<file path="src/rtl/bcd_arb_pkg.sv">
// Shared types and constants for the BCD encoder request arbiter.
package bcd_arb_pkg;

  typedef enum logic [2:0] {
    S_IDLE,
    S_ISSUE,
    S_WAIT_BUSY,
    S_WAIT_DONE,
    S_RESP
  } arb_state_t;

  localparam logic [15:0] BCD_MAX = 16'd9999;  // largest operand the encoder is asked to convert
  localparam logic [15:0] BCD_SAT = 16'h9999;  // saturated result for out-of-range operands

  // Width of a counter that must hold 0..t-1.
  function automatic int cnt_w(input int t);
    return (t <= 2) ? 1 : $clog2(t);
  endfunction

endpackage

</file>
<file path="src/rtl/bcd_request_arbiter_rr_arbiter.sv">
// Round-robin picker: first set request strictly after the pointer, wrapping.
module rr_arbiter #(
  parameter  int NUM_REQ = 4,
  localparam int ID_W    = $clog2(NUM_REQ)
) (
  input  logic [NUM_REQ-1:0] i_req,
  input  logic [ID_W-1:0]    i_ptr,
  input  logic               i_en,
  output logic [NUM_REQ-1:0] o_gnt,
  output logic [ID_W-1:0]    o_id
);

  logic            w_found;
  logic [ID_W-1:0] w_idx;
  int              w_sum;

  // Scan pointer+1 .. pointer+NUM_REQ modulo NUM_REQ, take the first hit.
  always_comb begin
    o_gnt   = '0;
    o_id    = '0;
    w_found = 1'b0;
    w_idx   = '0;
    w_sum   = 0;
    for (int i = 1; i <= NUM_REQ; i++) begin
      w_sum = int'(i_ptr) + i;
      if (w_sum >= NUM_REQ) w_sum = w_sum - NUM_REQ;
      w_idx = ID_W'(w_sum);
      if (i_en && !w_found && i_req[w_idx]) begin
        w_found      = 1'b1;
        o_gnt[w_idx] = 1'b1;
        o_id         = w_idx;
      end
    end
  end

endmodule

</file>
<file path="src/rtl/bcd_request_arbiter.sv">
// Shares one bit-serial binary-to-BCD encoder between NUM_REQ requesters.
module bcd_request_arbiter
  import bcd_arb_pkg::*;
#(
  parameter  int NUM_REQ = 4,
  parameter  int TIMEOUT = 64,
  localparam int ID_W    = $clog2(NUM_REQ)
) (
  input  logic                  i_clk,
  input  logic                  i_rst_n,
  input  logic [NUM_REQ-1:0]    i_req,
  input  logic [NUM_REQ*16-1:0] i_req_data,
  output logic [NUM_REQ-1:0]    o_gnt,
  output logic                  o_rsp_valid,
  output logic [ID_W-1:0]       o_rsp_id,
  output logic [15:0]           o_rsp_bcd,
  output logic                  o_rsp_ovf,
  output logic                  o_rsp_err,
  output logic                  o_busy,
  output logic                  o_err,
  output logic                  o_enc_begin,
  output logic [15:0]           o_enc_binary,
  input  logic                  i_enc_done,
  input  logic [15:0]           i_enc_bcd
);

  localparam int            CW       = cnt_w(TIMEOUT);
  localparam logic [CW-1:0] CNT_LAST = CW'(TIMEOUT - 1);

  arb_state_t                 r_state, w_state_nxt;
  logic [ID_W-1:0]            r_ptr, w_ptr_nxt, r_id, w_id_nxt;
  logic [CW-1:0]              r_cnt, w_cnt_nxt;
  logic [NUM_REQ-1:0]         r_gnt, w_gnt_nxt;
  logic [15:0]                r_op, w_op_nxt, r_bcd, w_bcd_nxt;
  logic                       r_ovf, w_ovf_nxt, r_err, w_err_nxt, r_sticky, w_sticky_nxt;
  logic [NUM_REQ-1:0]         w_arb_gnt;
  logic [ID_W-1:0]            w_arb_id;
  logic [NUM_REQ-1:0][15:0]   w_data;
  logic                       w_resp;

  assign w_data = i_req_data;

  // Only arbitrate while idle and the encoder is free.
  rr_arbiter #(.NUM_REQ(NUM_REQ)) u_rr (
    .i_req (i_req),
    .i_ptr (r_ptr),
    .i_en  ((r_state == S_IDLE) && i_enc_done),
    .o_gnt (w_arb_gnt),
    .o_id  (w_arb_id)
  );

  // Next-state and datapath decode for the transaction sequencer.
  always_comb begin
    w_state_nxt  = r_state;
    w_ptr_nxt    = r_ptr;
    w_id_nxt     = r_id;
    w_cnt_nxt    = r_cnt;
    w_gnt_nxt    = '0;
    w_op_nxt     = r_op;
    w_bcd_nxt    = r_bcd;
    w_ovf_nxt    = r_ovf;
    w_err_nxt    = r_err;
    w_sticky_nxt = r_sticky;
    case (r_state)
      S_IDLE: if (|w_arb_gnt) begin
        w_gnt_nxt   = w_arb_gnt;
        w_id_nxt    = w_arb_id;
        w_op_nxt    = w_data[w_arb_id];
        w_bcd_nxt   = '0;
        w_ovf_nxt   = 1'b0;
        w_err_nxt   = 1'b0;
        w_state_nxt = S_ISSUE;
      end
      S_ISSUE: if (r_op > BCD_MAX) begin
        w_ovf_nxt   = 1'b1;
        w_bcd_nxt   = BCD_SAT;
        w_state_nxt = S_RESP;
      end else begin
        w_cnt_nxt   = '0;
        w_state_nxt = S_WAIT_BUSY;
      end
      S_WAIT_BUSY: if (!i_enc_done) begin
        w_cnt_nxt   = '0;
        w_state_nxt = S_WAIT_DONE;
      end else if (r_cnt == CNT_LAST) begin
        w_err_nxt   = 1'b1;
        w_bcd_nxt   = '0;
        w_state_nxt = S_RESP;
      end else begin
        w_cnt_nxt   = r_cnt + 1'b1;
      end
      S_WAIT_DONE: if (i_enc_done) begin
        w_bcd_nxt   = i_enc_bcd;
        w_state_nxt = S_RESP;
      end else if (r_cnt == CNT_LAST) begin
        w_err_nxt   = 1'b1;
        w_bcd_nxt   = '0;
        w_state_nxt = S_RESP;
      end else begin
        w_cnt_nxt   = r_cnt + 1'b1;
      end
      S_RESP: begin
        w_ptr_nxt    = r_id;
        w_sticky_nxt = r_sticky | r_err;
        w_state_nxt  = S_IDLE;
      end
      default: w_state_nxt = S_IDLE;
    endcase
  end

  // State and datapath registers; reset drops any in-flight transaction.
  always_ff @(posedge i_clk or negedge i_rst_n) begin
    if (!i_rst_n) begin
      r_state  <= S_IDLE;
      r_ptr    <= ID_W'(NUM_REQ - 1);
      r_id     <= '0;
      r_cnt    <= '0;
      r_gnt    <= '0;
      r_op     <= '0;
      r_bcd    <= '0;
      r_ovf    <= 1'b0;
      r_err    <= 1'b0;
      r_sticky <= 1'b0;
    end else begin
      r_state  <= w_state_nxt;
      r_ptr    <= w_ptr_nxt;
      r_id     <= w_id_nxt;
      r_cnt    <= w_cnt_nxt;
      r_gnt    <= w_gnt_nxt;
      r_op     <= w_op_nxt;
      r_bcd    <= w_bcd_nxt;
      r_ovf    <= w_ovf_nxt;
      r_err    <= w_err_nxt;
      r_sticky <= w_sticky_nxt;
    end
  end

  assign w_resp       = (r_state == S_RESP);
  assign o_gnt        = r_gnt;
  assign o_busy       = (r_state != S_IDLE);
  assign o_rsp_valid  = w_resp;
  assign o_rsp_id     = w_resp ? r_id  : '0;
  assign o_rsp_bcd    = w_resp ? r_bcd : '0;
  assign o_rsp_ovf    = w_resp & r_ovf;
  assign o_rsp_err    = w_resp & r_err;
  assign o_err        = r_sticky;
  assign o_enc_begin  = (r_state == S_ISSUE) && (r_op <= BCD_MAX);
  assign o_enc_binary = r_op;

endmodule

</file>
<file path="config.mk">
export PLATFORM = sky130hd
export DESIGN_NAME = bcd_request_arbiter
export DESIGN_NICKNAME = d
export VERILOG_FILES = /design/src/rtl/bcd_arb_pkg.sv /design/src/rtl/bcd_request_arbiter_rr_arbiter.sv /design/src/rtl/bcd_request_arbiter.sv
export SDC_FILE = /design/constraint.sdc
export NUM_CORES = 1
export LEC_CHECK = 0
export CELL_PAD_IN_SITES_DETAIL_PLACEMENT = 2
export CELL_PAD_IN_SITES_GLOBAL_PLACEMENT = 2
export CORE_ASPECT_RATIO = 1.5
export CORE_UTILIZATION = 23
export CTS_CLUSTER_DIAMETER = 120
export DETAILED_ROUTE_END_ITERATION = 12
export PLACE_DENSITY_LB_ADDON = 0.1
export RECOVER_POWER = 50
export SLEW_MARGIN = 20
export SYNTH_ARGS = -nofsm -noshare
export SYNTH_HDL_FRONTEND = slang
export SYNTH_SLANG_ARGS = --single-unit
</file>
<file path="constraint.sdc">
create_clock -name i_clk -period 2.7 [get_ports i_clk]
set_input_delay 0.54 -clock i_clk [delete_from_list [all_inputs] [get_ports i_clk]]
set_output_delay 0.54 -clock i_clk [all_outputs]
set_load 0.01 [all_outputs]
</file>
==> impl_metrics.env <==
export IMPL_worstSetupStartpointType="flop"
export IMPL_port_buffers=130
export IMPL_synth_compound_area_frac=0.3267
export IMPL_antennaDiodeCount=0
export IMPL_drive_gt1_frac=0.1930
export IMPL_leakage_nw=2.344
export IMPL_num_vias=3870
export IMPL_worst_slew_pin_transition_ps=1202
export IMPL_seq_area_frac_synth=0.3645
export IMPL_synth_xor_area_frac=0.007345
export IMPL_path_cells="inv_1 > ha_4 > nand2b_1 > o211ai_1 > a21oi_1 > o31a_1 > buf_4 > o21ai_0 > o31ai_4"
export IMPL_dr_pass1_iters=4
export IMPL_routed_wl_um=14390
export IMPL_ios=131
export IMPL_clockRootBuffer="clkbuf_16"
export IMPL_dp_hpwl_um=11640
export IMPL_synth_edf_count=0
export IMPL_layout_area_seq_mm2=0.001305
export IMPL_syn_area_mm2=0.003577
export IMPL_numClockSinks=52
export IMPL_fin_area_mm2=0.005739
export IMPL_post_route_min_period_ps=2628
export IMPL_reg2reg_depth=9
export IMPL_grt_pass1_vias=4430
export IMPL_post_place_ws_ps=-221.1
export IMPL_vias_per_cell=5.000
export IMPL_finalClockSkew_ps=6.261
export IMPL_yosys_cell_types_count=52
export IMPL_synth_warnings=0
export IMPL_multi_input_area_mm2=0.002228
export IMPL_cap_viol_max_count=0
export IMPL_worstPathMaxFanout=17
export IMPL_slowest_stage="dfstp_2"
export IMPL_final_common_cell="clkdlybuf4s50_1"
export IMPL_ant_nets=0
export IMPL_area_delta_synth_final_pct=60.44
export IMPL_dieArea_mm2=0.01607
export IMPL_tritoncts="done"
export IMPL_arrival_ps=2790
export IMPL_htree_levels=2
export IMPL_muxShareOfSynthArea=0.03323
export IMPL_mostFrequentLayoutCells="clkdlybuf4s50_1 (111), o21ai_0 (51), dfrtp_1 (49)"
export IMPL_p_per_area_mw_per_mm2=1045
export IMPL_r2r_start="r_ptr[1]"
export IMPL_nets=670
export IMPL_path_clk_slew_ps=70
export IMPL_cts_buffer_depth=2
export IMPL_hold_violations=0
export IMPL_gp_congestion=0.8287
export IMPL_worstSetupEndpointType="flop"
export IMPL_drc_errors=0
export IMPL_row_count=55
export IMPL_grt_max_degree=22
export IMPL_grt_first_pass_wirelength_um=23150
export IMPL_regToRegEndpoint="o_enc_binary[2]"
export IMPL_syn_avg_cell_area_um2=8.477
export IMPL_cp_startpoint="r_ptr[1]"
export IMPL_routedWlPerCell_um=18.59
export IMPL_die_h_um=154.7
export IMPL_synth_main_ff_cell="dfrtp_1"
export IMPL_fmax_mhz=380.5
export IMPL_start_util=0.2363
export IMPL_post_route_util=0.3791
export IMPL_syn_nets=518
export IMPL_critPathRequiredTime_ps=2860
export IMPL_synthAdderAreaFrac=0.03148
export IMPL_design_core_area_mm2=0.01514
export IMPL_cpPeakStageDelay_ps=540
export IMPL_status="complete, no violations"
export IMPL_relSlewSlack=0.1989
export IMPL_fin_ws_ps=72.20
export IMPL_grt_ovfl_total=0
export IMPL_finalMaxSlewViolations=0
export IMPL_syn_inst=422
export IMPL_dpl_cell_area_mm2=0.005440
export IMPL_numCtsBuffers=5
export IMPL_fillCellCount=1716
export IMPL_first_iter_violations=110
export IMPL_ys_seq_elements=52
export IMPL_min_period_over_period=0.9733
export IMPL_synth_simple_area_share=0.1588
export IMPL_peakVddDrop_v=0.0003472
export IMPL_criticalPathCategory="flop to flop"
export IMPL_grt_usage=0.1817
export IMPL_hold_path_class="input pin to asynchronous set/reset pin"
export IMPL_synth_top_family_by_area="compound AO/OA/AOI/OAI gates"
export IMPL_insertion_delay_ps=290
export IMPL_setup_viol=0
export IMPL_antenna_found_initial=0
export IMPL_synthArstFlopShare=1.000
export IMPL_ff2ff_setup_slack_ps=70
export IMPL_die_width_um=103.8
[cell families (layout without fill, tap and decap cells)]
family                   count (synthesis)  after routing
AND/OR/NAND/NOR                        115            115
buffers and inverters                   61            214
adder cells (fa/ha/maj)                  9              9
multiplexers                            10             10
XOR/XNOR                                 3              3
flip-flops                              52             52
AO/OA/AOI/OAI                          172            172
[Yosys cell counts, types with 2 or more instances]
master | count | area share
nand2_1 | 38 | 0.040
buf_4 | 5 | 0.010
nand3b_1 | 4 | 0.0084
a21oi_1 | 8 | 0.011
nor2_1 | 24 | 0.025
buf_2 | 6 | 0.0084
buf_6 | 3 | 0.0094
clkbuf_1 | 21 | 0.022
inv_1 | 24 | 0.025
a32oi_1 | 4 | 0.0098
and3_1 | 23 | 0.040
a2111o_1 | 2 | 0.0063
o211ai_1 | 2 | 0.0042
nand2b_1 | 4 | 0.0070
xor2_1 | 2 | 0.0049
or3b_1 | 2 | 0.0049
o31ai_1 | 16 | 0.034
nor2b_1 | 2 | 0.0035
mux2i_1 | 4 | 0.011
o21ai_0 | 51 | 0.071
o22ai_1 | 17 | 0.030
nor4_1 | 3 | 0.0052
nor3_1 | 4 | 0.0056
a211oi_1 | 34 | 0.071
or2_2 | 2 | 0.0035
dfstp_2 | 2 | 0.015
a21o_1 | 4 | 0.0084
dfrtp_1 | 50 | 0.35
ha_1 | 9 | 0.031
a221oi_1 | 4 | 0.0098
a22oi_1 | 17 | 0.036
a211o_1 | 3 | 0.0073
mux2_2 | 5 | 0.016
nand3_1 | 5 | 0.0070
[power by group]
group	total, mW	internal, mW	switching [mW]
clock	0.723	0.437	0.286
sequential	1.39	1.10	0.289
combinational	3.89	1.78	2.10
[flip-flops by register name (all words and copies together), names as in the netlist]
| signal | flops |
|---|---|
| o_enc_binary | 16 |
| r_bcd | 16 |
| r_err | 1 |
| r_state | 3 |
| o_gnt | 4 |
| r_id | 2 |
| r_cnt | 6 |
| o_err | 1 |
| r_ptr | 2 |
| r_ovf | 1 |
[critical path, delay by kind of cell (launching register included)]
family | cells | cell delay (ps)
flip-flops | 1 | 540
adder cells (fa/ha/maj) | 1 | 300
AND/OR/NAND/NOR | 1 | 190
AO/OA/AOI/OAI | 5 | 1160
buffers and inverters | 2 | 280
[timing repair]
item / CTS / global route
hold endpoints to repair: 0 / 0
resized for setup: 6 / 25
setup endpoints to repair: 1 / 31
setup buffers: 0 / 2
hold buffers: 0 / 0
pin swaps: 0 / 3
[per-layer routing]
| metal | up-vias | track usage | part of all wire | wire (um) |
|---|---|---|---|---|
| li1 | 1865 | - | - | - |
| met1 | 1902 | 0.2009 | 0.40 | 5725 |
| met2 | 90 | 0.3514 | 0.55 | 7946 |
| met3 | 13 | 0.02276 | 0.030 | 425 |
| met4 | 0 | 0.06463 | 0.020 | 295 |
| met5 | - | 0 | 0 | 0 |
[area by class of cell]
class                   instances  area share
clock buffers                   6     0.02245
flip-flops and latches         52      0.2274
well taps                     199     0.04338
repair buffers                182      0.2958
inverters                      24     0.01657
clock inverters                 2    0.006104
multi-input cells             309      0.3883
[stage by stage]
| step | std cells | hold slack, ps | total power [mW] | TNS, ps |
|---|---|---|---|---|
| final | 774 | 289.2 | 5.998 | 0 |
| after global routing | 774 | 366.2 | 6.499 | -38.94 |
| after CTS | 772 | 133.2 | 5.987 | 0 |
| after detailed placement | 764 | 451.2 | 5.212 | -5065 |
| after global placement | 764 | 453.8 | 5.071 | -2032 |
| after floorplan | 422 | 244.4 | 3.535 | -366.8 |
[worst max-delay path by stage]
stage / end / slack (ps) / depth (start not counted)
global route: o_enc_binary[2] / -40 / 9
finish: o_enc_binary[2] / 70 / 9
floorplan: o_enc_binary[9] / -50 / 12
detailed placement: o_enc_binary[3] / -220 / 8
global placement: o_enc_begin / -150 / 7
CTS: o_enc_begin / 30 / 7
No activity file was read; power rests on OpenSTA's default activity.
